## src/rtl/uart_bus_master.sv

```systemverilog
// UART (8N1) command receiver issuing single 8-bit Wishbone cycles: 'W' adr dat / 'R' adr.
// Optional ack watchdog is built when UART_BUS_TIMEOUT_EN is defined.
module uart_bus_master #(
  parameter int CLKS_PER_BIT = 16,
  parameter int ACK_TIMEOUT  = 255
) (
  input  logic       clk_i,
  input  logic       rst_i,
  input  logic       rxd,
  output logic       stb_o,
  output logic       we_o,
  output logic [7:0] adr_o,
  output logic [7:0] dat_o,
  input  logic       ack_i,
  output logic       busy_o,
  output logic       frame_err_o,
  output logic       overrun_o,
  output logic       timeout_o
);
  localparam int CNT_W = $clog2(CLKS_PER_BIT);
  localparam logic [CNT_W-1:0] CNT_ZERO  = CNT_W'(0);
  localparam logic [CNT_W-1:0] CNT_ONE   = CNT_W'(1);
  localparam logic [CNT_W-1:0] HALF_LAST = CNT_W'(CLKS_PER_BIT / 2 - 1);
  localparam logic [CNT_W-1:0] BIT_LAST  = CNT_W'(CLKS_PER_BIT - 1);

  typedef enum logic [1:0] {
    RX_IDLE = 2'd0, RX_START = 2'd1, RX_DATA = 2'd2, RX_STOP = 2'd3
  } rx_state_t;
  typedef enum logic [2:0] {
    P_HDR = 3'd0, P_WADR = 3'd1, P_WDAT = 3'd2, P_RADR = 3'd3, P_BUS = 3'd4
  } p_state_t;

  logic             rxd_meta_r, rxd_sync_r, rxd_prev_r;
  rx_state_t        rx_state_r, rx_state_n;
  logic [CNT_W-1:0] cnt_r, cnt_n;
  logic [2:0]       bit_idx_r, bit_idx_n;
  logic [7:0]       shift_r, shift_n;
  logic             byte_valid_r, byte_valid_n;
  logic             frame_err_r, frame_err_n;
  p_state_t         p_state_r, p_state_n;
  logic             stb_r, we_r, overrun_r;
  logic [7:0]       adr_r, dat_r;
  logic             to_hit_s;

  // rxd synchronizer plus one history flop for falling-edge detection
  always_ff @(posedge clk_i or negedge rst_i) begin
    if (!rst_i) begin
      rxd_meta_r <= 1'b1;
      rxd_sync_r <= 1'b1;
      rxd_prev_r <= 1'b1;
    end else begin
      rxd_meta_r <= rxd;
      rxd_sync_r <= rxd_meta_r;
      rxd_prev_r <= rxd_sync_r;
    end
  end

  // Receiver next-state: mid-bit sampling from the detected start edge
  always_comb begin
    rx_state_n   = rx_state_r;
    cnt_n        = cnt_r;
    bit_idx_n    = bit_idx_r;
    shift_n      = shift_r;
    byte_valid_n = 1'b0;
    frame_err_n  = 1'b0;
    case (rx_state_r)
      RX_IDLE: begin
        cnt_n     = CNT_ZERO;
        bit_idx_n = 3'd0;
        if (rxd_prev_r && !rxd_sync_r) rx_state_n = RX_START;
        else                           rx_state_n = RX_IDLE;
      end
      RX_START: begin
        if (cnt_r == HALF_LAST) begin
          cnt_n = CNT_ZERO;
          if (!rxd_sync_r) rx_state_n = RX_DATA;
          else             rx_state_n = RX_IDLE;
        end else begin
          cnt_n = cnt_r + CNT_ONE;
        end
      end
      RX_DATA: begin
        if (cnt_r == BIT_LAST) begin
          cnt_n     = CNT_ZERO;
          shift_n   = {rxd_sync_r, shift_r[7:1]};
          bit_idx_n = bit_idx_r + 3'd1;
          if (bit_idx_r == 3'd7) rx_state_n = RX_STOP;
          else                   rx_state_n = RX_DATA;
        end else begin
          cnt_n = cnt_r + CNT_ONE;
        end
      end
      RX_STOP: begin
        if (cnt_r == BIT_LAST) begin
          cnt_n      = CNT_ZERO;
          rx_state_n = RX_IDLE;
          if (rxd_sync_r) byte_valid_n = 1'b1;
          else            frame_err_n  = 1'b1;
        end else begin
          cnt_n = cnt_r + CNT_ONE;
        end
      end
      default: rx_state_n = RX_IDLE;
    endcase
  end

  // Receiver registers
  always_ff @(posedge clk_i or negedge rst_i) begin
    if (!rst_i) begin
      rx_state_r   <= RX_IDLE;
      cnt_r        <= CNT_ZERO;
      bit_idx_r    <= 3'd0;
      shift_r      <= 8'h00;
      byte_valid_r <= 1'b0;
      frame_err_r  <= 1'b0;
    end else begin
      rx_state_r   <= rx_state_n;
      cnt_r        <= cnt_n;
      bit_idx_r    <= bit_idx_n;
      shift_r      <= shift_n;
      byte_valid_r <= byte_valid_n;
      frame_err_r  <= frame_err_n;
    end
  end

  // Parser next-state; a framing error only restarts a frame still being assembled
  always_comb begin
    p_state_n = p_state_r;
    case (p_state_r)
      P_HDR: begin
        if (byte_valid_r && shift_r == 8'h57)      p_state_n = P_WADR;
        else if (byte_valid_r && shift_r == 8'h52) p_state_n = P_RADR;
        else                                       p_state_n = P_HDR;
      end
      P_WADR: begin
        if (frame_err_r)       p_state_n = P_HDR;
        else if (byte_valid_r) p_state_n = P_WDAT;
        else                   p_state_n = P_WADR;
      end
      P_WDAT: begin
        if (frame_err_r)       p_state_n = P_HDR;
        else if (byte_valid_r) p_state_n = P_BUS;
        else                   p_state_n = P_WDAT;
      end
      P_RADR: begin
        if (frame_err_r)       p_state_n = P_HDR;
        else if (byte_valid_r) p_state_n = P_BUS;
        else                   p_state_n = P_RADR;
      end
      P_BUS: begin
        if (ack_i || to_hit_s) p_state_n = P_HDR;
        else                   p_state_n = P_BUS;
      end
      default: p_state_n = P_HDR;
    endcase
  end

  // Parser state and bus-side output registers
  always_ff @(posedge clk_i or negedge rst_i) begin
    if (!rst_i) begin
      p_state_r <= P_HDR;
      stb_r     <= 1'b0;
      we_r      <= 1'b0;
      adr_r     <= 8'h00;
      dat_r     <= 8'h00;
      overrun_r <= 1'b0;
    end else begin
      p_state_r <= p_state_n;
      stb_r     <= (p_state_n == P_BUS);
      overrun_r <= byte_valid_r && (p_state_r == P_BUS);
      case (p_state_r)
        P_WADR: if (byte_valid_r) adr_r <= shift_r;
        P_WDAT: if (byte_valid_r) begin
          dat_r <= shift_r;
          we_r  <= 1'b1;
        end
        P_RADR: if (byte_valid_r) begin
          adr_r <= shift_r;
          we_r  <= 1'b0;
        end
        default: ;
      endcase
    end
  end

`ifdef UART_BUS_TIMEOUT_EN
  localparam int TO_W = $clog2(ACK_TIMEOUT + 1);
  localparam logic [TO_W-1:0] TO_ZERO = TO_W'(0);
  localparam logic [TO_W-1:0] TO_ONE  = TO_W'(1);
  localparam logic [TO_W-1:0] TO_LAST = TO_W'(ACK_TIMEOUT - 1);
  logic [TO_W-1:0] to_cnt_r;
  logic            timeout_r;

  assign to_hit_s = (p_state_r == P_BUS) && (to_cnt_r == TO_LAST);

  // Ack watchdog counts strobe cycles; an ack on the terminal cycle suppresses the abort
  always_ff @(posedge clk_i or negedge rst_i) begin
    if (!rst_i) begin
      to_cnt_r  <= TO_ZERO;
      timeout_r <= 1'b0;
    end else begin
      timeout_r <= to_hit_s && !ack_i;
      if (p_state_r == P_BUS && !ack_i && !to_hit_s) to_cnt_r <= to_cnt_r + TO_ONE;
      else                                            to_cnt_r <= TO_ZERO;
    end
  end
  assign timeout_o = timeout_r;
`else
  logic unused_ack_timeout_s;
  assign unused_ack_timeout_s = (ACK_TIMEOUT > 0);
  assign to_hit_s  = 1'b0;
  assign timeout_o = 1'b0;
`endif

  assign stb_o       = stb_r;
  assign busy_o      = stb_r;
  assign we_o        = we_r;
  assign adr_o       = adr_r;
  assign dat_o       = dat_r;
  assign frame_err_o = frame_err_r;
  assign overrun_o   = overrun_r;
endmodule

```

## config.mk

```make
export PLATFORM = sky130hd
export DESIGN_NAME = uart_bus_master
export DESIGN_NICKNAME = d
export VERILOG_FILES = /design/src/rtl/uart_bus_master.sv
export SDC_FILE = /design/constraint.sdc
export NUM_CORES = 1
export LEC_CHECK = 0
export CAP_MARGIN = 20
export CORE_ASPECT_RATIO = 0.8
export CORE_MARGIN = 2
export CORE_UTILIZATION = 40
export CTS_CLUSTER_SIZE = 8
export DETAILED_ROUTE_END_ITERATION = 10
export PLACE_DENSITY_LB_ADDON = 0.25
export SYNTH_ARGS = -nofsm -noshare
export SYNTH_HDL_FRONTEND = slang
export SYNTH_SLANG_ARGS = --single-unit
export TNS_END_PERCENT = 30
```

## constraint.sdc

```tcl
create_clock -name clk_i -period 1.8 [get_ports clk_i]
set_clock_uncertainty 0.15 [all_clocks]
set_input_delay 0.18 -clock clk_i [delete_from_list [all_inputs] [get_ports clk_i]]
set_output_delay 0.18 -clock clk_i [all_outputs]
set_load 0.005 [all_outputs]
```

==> results.ini, run 1 <==
[placed_design]
dp.final_hpwl_mm=2.587
port_buffers=24
gp_congestion=0.8371

[final_layout]
final_layout_size_suffix_gt1_share_pct=28.90
syn2layout_area_growth_pct=26.78
seqCellArea_sq_um=1105
final_nets=179
antenna_cells=0
multi_input_area_sq_um=699.4
fillers=399

[grt]
grt_pass1_wl_mm=6.099
grt_max_degree=22
grt_util_all_layers_pct=15.56
grt_antenna_before_repair=0
grt_overflow=0
first_global_vias=1267

[power_and_ir_drop]
clkPwrFrac_pct=32.8
switching_share_pct=27.18
p_sw_mw=0.6382
p_comb_share_pct=17.4
intPower_mw=1.710
ir_drop_uv=390.4
pwr-share-seq_pct=49.8
p_per_area_nw_per_um2=1006
power_leakage_nw=1.099

[timing]
tns_ps=0
setup_viol=0
rsz0062_at_grt=false
hold_slack_ps=144.8
finalCritPeriodShare_pct=94.44
finalHoldViolations=0
drv_slew=0
timing.fmax_mhz=588.3
min_period_ps=1700

[synth]
synth_top_cell_by_area=dfrtp_1
synth_edf_count=0
synth-seq-cells=44
yosysSeqAreaShare_pct=60.03
synth_area_per_cell_sq_um=13.53
synth-async-reset-ratio_pct=100.0
syn-cell-area_sq_um=1841
synth_area_leaders=dfrtp_1 56%, mux2_2 15%, dfstp_2 4.3%, a22o_1 2.4%, ha_1 2.0%
synth.distinct_cells=37
synthesis.instances=136
yosys.cell_count.top_type=dfrtp_1
synth_nets=143
synth.top_cells.by_count=41 x dfrtp_1, 25 x mux2_2, 5 x a22o_1
yosysWarningCount=0
synthFlopType=dfrtp_1
yosys.area.top_type_share_pct=55.74

[worst_setup_path]
start_kind=register
cpMaxStageDelayCell=dfrtp_1
reg2reg_from=cnt_r[0]
cpPeakStageDelay_ps=420
ff2ff_path_depth=5
startpoint=cnt_r[0]
cp_data_required_time_ps=1830
crit_arrival_ps=1730
cp_cell_sequence=ha_1 > buf_4 > and4b_1 > mux2_2 > a22o_1
path_max_fanout=6
cp-end-kind=register
ff2ff_setup_slack_ps=100
path_class=register to register

[floorplanning]
chipHeight_um=64.67
dieArea_sq_um=5163
io_pins=26
die_w_um=79.84
rows=22
core_area_sq_um=4514
start_util_pct=40.77

[clock_network]
clk_latency_ps=290
cts-root-buf=clkbuf_8
cts-htree-levels=2
clock_sinks=44
cts_resized=0
numCtsBuffers=5
path_clk_slew_ps=80
clock_path_buffers=2
tritoncts=built

[routing]
route.detailed.drc=0
first_pass_iters=4
drt_wl_total_mm=3.494
ant_nets=0
vias_per_cell=5.077
wire_per_inst_um=15.00
dr_total_vias=1183
drtIter0Drc=43

[min_path]
hold_depth=1
hp-class=input pin to register
hold_path_startpoint=rxd

[flow_run]
max_cap_viol_count=0

[outcome]
outcome=completed

[registers in the layout, summed over array words and instances (netlist names), named ones only]
signal / count
rxd_sync_r: 1
rx_state_r: 1
frame_err_o: 1
shift_r: 8
adr_o: 8
bit_idx_r: 3
cnt_r: 4
rxd_meta_r: 1
we_o: 1
rxd_prev_r: 1
overrun_o: 1
dat_o: 8
byte_valid_r: 1
p_state_r: 3
busy_o: 1
[layout make-up]
class                      count  area share, %
clock buffer                   6          3.539
clock inverter                 2          1.662
inverter                       2         0.3217
multi-input combinational     85          29.97
sequential                    44          47.35
tap                           60          3.217
timing repair buffer          34          13.94
[stage by stage]
| step | worst slack (ps) | power (mW) | std cells | utilization, % | cell area [sq um] |
|---|---|---|---|---|---|
| 2_1_floorplan | 133.7 | 1.439 | 136 | - | 1841 |
| 3_3_place_gp | 167.1 | 1.558 | 223 | 48.34 | 2182 |
| 3_5_place_dp | 89.27 | 1.592 | 223 | 48.34 | 2182 |
| 4_1_cts | 88.13 | 2.371 | 232 | 51.25 | 2313 |
| 5_1_grt | 21.15 | 2.495 | 233 | 51.69 | 2333 |
| 6_report | 100.1 | 2.348 | 233 | 51.69 | 2333 |
[path summary, 6_finish.rpt]
check | endpoint
worst max-delay path | bit_idx_r[0]
max in group asynchronous | dat_o[2]
worst max register to register | bit_idx_r[0]
min in group asynchronous | bit_idx_r[1]
worst min-delay path | rxd_meta_r
worst min register to register | rxd_sync_r
[per-layer routing]
metal / global-route usage (%) / wire [um] / vias up / share of wire [%]
li1: - / - / 563 / -
met1: 20.97 / 1660 / 591 / 48
met4: 6.568 / 52 / 0 / 1.5
met3: 3.064 / 114 / 4 / 3.3
met5: 0 / 0 / - / 0
met2: 24.68 / 1666 / 25 / 48
[cells in the final DEF (no fill, tap or decap), types with 2 or more instances in the layout]
cell             count
clkdlybuf4s50_1     23
nor2b_1              4
clkbuf_8             6
dfstp_2              3
nand3_1              2
a21oi_1              2
o21ai_0              4
a31oi_1              3
o32ai_1              2
a22o_1               5
nand2b_1             2
nand2_1              4
ha_1                 3
buf_4                8
nand3b_1             4
nor2_1               4
dfrtp_1             41
mux2_2              25
nor3_1               3
inv_1                2
nand4_1              2
[worst max-delay path, delay by kind of cell (launching register included)]
| family | cells | cell delay (ps) |
|---|---|---|
| flip-flops | 1 | 420 |
| multiplexers | 1 | 260 |
| adder cells (fa/ha/maj) | 1 | 230 |
| AND/OR/NAND/NOR | 1 | 200 |
| AO/OA/AOI/OAI | 1 | 180 |
| buffers and inverters | 1 | 160 |
[cells by family (layout without fill, tap and decap cells)]
family | after synthesis | in the layout | share of synthesized area, %
AO/OA/AOI/OAI | 19 | 19 | 7.207
XOR/XNOR | 2 | 2 | 0.9519
adder cells (fa/ha/maj) | 3 | 3 | 2.040
buffers and inverters | 7 | 44 | 1.971
flip-flops | 44 | 44 | 60.03
multiplexers | 25 | 25 | 15.30
other | 1 | 1 | 0.2037
AND/OR/NAND/NOR | 35 | 35 | 12.30
[repair_timing]
action,in CTS,in global routing
endpoints found under the setup margin,0,8
endpoints found under the hold margin,16,0
hold buffers,1,0
buffers inserted,0,1
[power groups by stage]
stage	Sequential (mW)	Clock [mW]	Combinational (mW)
4_1_cts	1.16	0.794	0.412
6_report	1.17	0.770	0.408
3_5_place_dp	1.18	0	0.410
3_3_place_gp	1.17	0	0.387
2_1_floorplan	1.15	0	0.291
5_1_grt	1.18	0.846	0.471
Note: power is estimated with default switching activity, not from simulation.
==> inputs of run 2 (changes only) <==
--- a/config.mk
+++ b/config.mk
@@ -11,6 +11,7 @@
 export CORE_UTILIZATION = 40
 export CTS_CLUSTER_SIZE = 8
 export DETAILED_ROUTE_END_ITERATION = 10
+export HOLD_SLACK_MARGIN = 0.15
 export PLACE_DENSITY_LB_ADDON = 0.25
 export SYNTH_ARGS = -nofsm -noshare
 export SYNTH_HDL_FRONTEND = slang
==> run 2 against run 1 <==
- total power grew 0.12%
- routed wire length increased by 0.26%
- fmax barely moved
- global-route usage unchanged
- first-iteration DRC count up 14%
- combinational power about the same
- utilization is 0.22 points higher
- clock power is essentially flat
- design area is 0.43% higher
- register-to-register slack is essentially flat
- setup slack about the same
- via count increased by 0.17%
- critical endpoint unchanged
- largest cell class unchanged
==> results.ini, run 2 (synthesized netlist as in run 1, its figures left out) <==
[timing]
finalHoldViolations=0  ; unchanged
setup_ws_ps=99.75  ; was 100.1 ps
timing.fmax_mhz=588.1  ; was 588.3 MHz
finalCritPeriodShare_pct=94.46  ; was 94.44%
min_period_ps=1700  ; about the same
drv_slew=0  ; unchanged
hold_slack_ps=210.1  ; was 144.8 ps
rsz0062_at_grt=false  ; unchanged
tns_ps=0  ; unchanged
setup_viol=0  ; unchanged

[power_and_ir_drop]
power_leakage_nw=1.103  ; was 1.099 nW
total_power_mw=2.351  ; was 2.348 mW
ir_drop_uv=389.9  ; was 390.4 uV
p_per_area_nw_per_um2=1003  ; was 1006 nW/um^2

[routing]
drtIter0Drc=49  ; was 43
top_layer=met4  ; unchanged
dr_total_vias=1185  ; was 1,183
ant_nets=0  ; unchanged
wl_met3_um=111  ; was 114 um
vias_per_cell=5.064  ; was 5.077
wl_met2_mm=1.667  ; was 1.666 mm
route.detailed.drc=0  ; unchanged
wire_per_inst_um=14.97  ; was 15.00 um
first_pass_iters=4  ; unchanged
wl_met1_mm=1.672  ; was 1.660 mm
drt_wl_total_mm=3.503  ; was 3.494 mm

[final_layout]
multi_input_area_sq_um=699.4  ; unchanged
syn2layout_area_growth_pct=27.33  ; was 26.78%
final_common_cell=dfrtp_1  ; unchanged
design_area_sq_um=2344  ; was 2333 sq um
final_cells=234  ; was 233
final_core_util_pct=51.91  ; was 51.69%
final_nets=180  ; was 179
seqCellArea_sq_um=1105  ; unchanged
fillers=398  ; was 399
antenna_cells=0  ; unchanged
final_cell_mix=41 x dfrtp_1, 25 x mux2_2, 23 x clkdlybuf4s50_1, 8 x buf_4, 6 x clkbuf_8  ; unchanged
final_layout_size_suffix_gt1_share_pct=28.74  ; was 28.90%

[placed_design]
dp_cells=223  ; unchanged
gp_congestion=0.8371  ; unchanged
pre_cts_slack_ps=89.27  ; unchanged
dp.final_hpwl_mm=2.587  ; unchanged
port_buffers=24  ; unchanged
placed_area_sq_um=2182  ; unchanged

[clock_network]
numCtsBuffers=5  ; unchanged
clk_latency_ps=290  ; about the same
tritoncts=built  ; unchanged
clock_path_buffers=2  ; unchanged
cts-root-buf=clkbuf_8  ; unchanged
cts_resized=0  ; unchanged
clock_sinks=44  ; unchanged
path_clk_slew_ps=80  ; about the same
cts-htree-levels=2  ; unchanged

[worst_setup_path]
cp-end-kind=register  ; unchanged
start_kind=register  ; unchanged
startpoint=cnt_r[0]  ; unchanged
reg2reg_from=cnt_r[0]  ; unchanged
cp_data_required_time_ps=1830  ; about the same
ff2ff_path_depth=5  ; unchanged
path_class=register to register  ; unchanged
r2r-end=bit_idx_r[0]  ; unchanged
path_max_fanout=6  ; unchanged
ff2ff_setup_slack_ps=100  ; about the same
crit_arrival_ps=1730  ; about the same

[floorplanning]
core_area_sq_um=4514  ; unchanged
start_util_pct=40.77  ; unchanged
chipHeight_um=64.67  ; unchanged
rows=22  ; unchanged
io_pins=26  ; unchanged
die_w_um=79.84  ; unchanged
dieArea_sq_um=5163  ; unchanged

[grt]
first_global_vias=1267  ; unchanged
grt_util_all_layers_pct=15.56  ; unchanged
grt_pass1_wl_mm=6.099  ; unchanged
grt_overflow=0  ; unchanged
grt_max_degree=22  ; unchanged
grt_antenna_before_repair=0  ; unchanged

[min_path]
hp-class=input pin to asynchronous set/reset pin  ; was input pin to register

[outcome]
outcome=completed  ; unchanged

[flow_run]
max_cap_viol_count=0  ; unchanged

run 2: layout make-up:
class	count	area share, %
clock buffer	6	3.524
clock inverter	2	1.655
inverter	2	0.3203
multi-input combinational	85	29.85
sequential	44	47.14
tap	60	3.203
timing repair buffer	35	14.31
run 2: timing repair:
| item | 4_1_cts | 5_1_grt |
|---|---|---|
| setup endpoints to repair | 0 | 8 |
| setup buffers | 0 | 1 |
| hold endpoints to repair | 45 | 0 |
| hold buffers | 2 | 0 |
run 2: worst max path at each step:
stage	end	slack [ps]	cells past startpoint
floorplan	shift_r[0]	130	4
global placement	bit_idx_r[0]	170	5
detailed placement	shift_r[0]	90	4
CTS	shift_r[6]	90	4
global route	bit_idx_r[0]	20	5
finish	bit_idx_r[0]	100	5
run 2: worst max-delay path, stage by stage (launching register included):
cell and delay, ps:
dfrtp_1 420, ha_1 230, buf_4 160, and4b_1 200, mux2_2 260, a22o_1 180
run 2: per-layer routing:
| layer | track usage (%) | vias up |
|---|---|---|
| met3 | 3.064 | 4 |
| met1 | 20.97 | 591 |
| met2 | 24.68 | 25 |
| met5 | 0 | - |
| met4 | 6.568 | 0 |
| li1 | - | 565 |
run 2: power breakdown:
group	switching (mW)	internal (mW)	leakage (nW)
clock	0.317	0.453	0.0614
combinational	0.222	0.189	0.449
sequential	0.101	1.07	0.593
==> patch, RTL diff (config.mk and constraints of run 2) <==
Take the reset off `shift_r` and load it in a clocked block of its own.
--- a/src/rtl/uart_bus_master.sv
+++ b/src/rtl/uart_bus_master.sv
@@ -111,5 +111,4 @@
       cnt_r        <= CNT_ZERO;
       bit_idx_r    <= 3'd0;
-      shift_r      <= 8'h00;
       byte_valid_r <= 1'b0;
       frame_err_r  <= 1'b0;
@@ -118,8 +117,11 @@
       cnt_r        <= cnt_n;
       bit_idx_r    <= bit_idx_n;
-      shift_r      <= shift_n;
       byte_valid_r <= byte_valid_n;
       frame_err_r  <= frame_err_n;
     end
+  end
+
+  always_ff @(posedge clk_i) begin
+    shift_r <= shift_n;
   end
 
Behaviour: no difference found for any inputs over 10 cycles, from zero or initial values and one cycle with rst_i low; that may be too few to reach the edited logic, so the function may still have changed.
==> patch against run 2 <==
Routed wire length shrank 8.8%; sequential cell count unchanged; critical path depth is the same; cell area shrank 4.8%; total power decreased by 11%; setup slack gained 72 ps; first-iteration DRC count increased by 47%; combinational power down 33%; area after synthesis rose by 0.61%; critical endpoint is now bit_idx_r[1].
==> patch: results (changes against run 2) <==
* Seq power at 0.00122 W (+4%)
* Fill cell count at 408 (+2.5%)
* Adder-Cell Fraction of Synth Area at 0.02027 (-0.0001240)
* Synth Instances at 135 (-0.74%)
* RR Endpoint: bit_idx_r[1]
* WP data arrival at 1640 ps (-90 ps)
* Pre-CTS WS at 183.1 ps (+93.80 ps)
* Outcome: complete, no violations
* Setup slack, reg-to-reg at 170 ps (+70 ps)
* Vias at 1,106 (-6.7%)
* Total GRT Usage at 0.1412 (-0.01437)
* Sequential element share of the synthesized area at 0.6182 (+0.01797)
* Synth Area in Compound Gates at 0.06757 (-0.004492)
* Max incr delay on CP at 390 ps (-30 ps)
* Routed wire length at 3194 um (-8.8%)
* Pint at 0.001502 W (-12%)
* Dpl cells at 215 (-3.6%)
* Initial drt markers at 72 (+47%)
* Post-synth EDFFs at 8 (+8)
* Final Power at 0.002086 W (-11%)
* Post-synthesis mux area share at 0.1189 (-0.03404)
* Async SR Flop Fraction at 0.8182 (-0.1818)
* First-pass GRT wire length at 5485 um (-10%)
* F_max at 614.3 MHz (+4.4%)
* Largest net degree at the start of global routing at 37 (+68%)
* Clk pwr share at 0.281 (-0.047)
* DR vias/cell at 4.938 (-2.5%)
* Worst Path Max Fanout at 7 (+1)
* Layout Nets at 170 (-5.6%)
* Worst hold margin at 150.1 ps (-60.03 ps)
==> patch: cell count changes in the layout (fill, tap and decap cells not counted), sizes merged, moves of 2 or more <==
cell	run 2	this run
edfxtp	0	8
dfrtp	41	33
o32ai	2	0
o21ai	4	9
mux2	25	16
nor3	4	6
inv	2	4
a22oi	0	2
buf	10	3
a22o	5	1
==> patch: repair_timing <==
item,CTS,global route
gates resized for setup,0,0
hold buffers,1,0
endpoints found under the hold margin,1,0
==> patch: metal layers <==
metal,share of wire,global-route usage,vias to the layer above
li1,-,-,534
met1,0.50,0.2047,545
met2,0.45,0.1958,23
met3,0.039,0.03900,4
met4,0.011,0.06356,0
met5,0,0,-
==> patch: cell type report <==
class | count | area (um2) | share of cell area
multi-input combinational | 80 | 643.1 | 0.2881
sequential | 44 | 1145 | 0.5129
tap | 60 | 75.07 | 0.03363
timing repair buffer | 28 | 272.8 | 0.1222
inverter | 4 | 15.01 | 0.006726
clock inverter | 1 | 5.005 | 0.002242
clock buffer | 7 | 76.32 | 0.03419
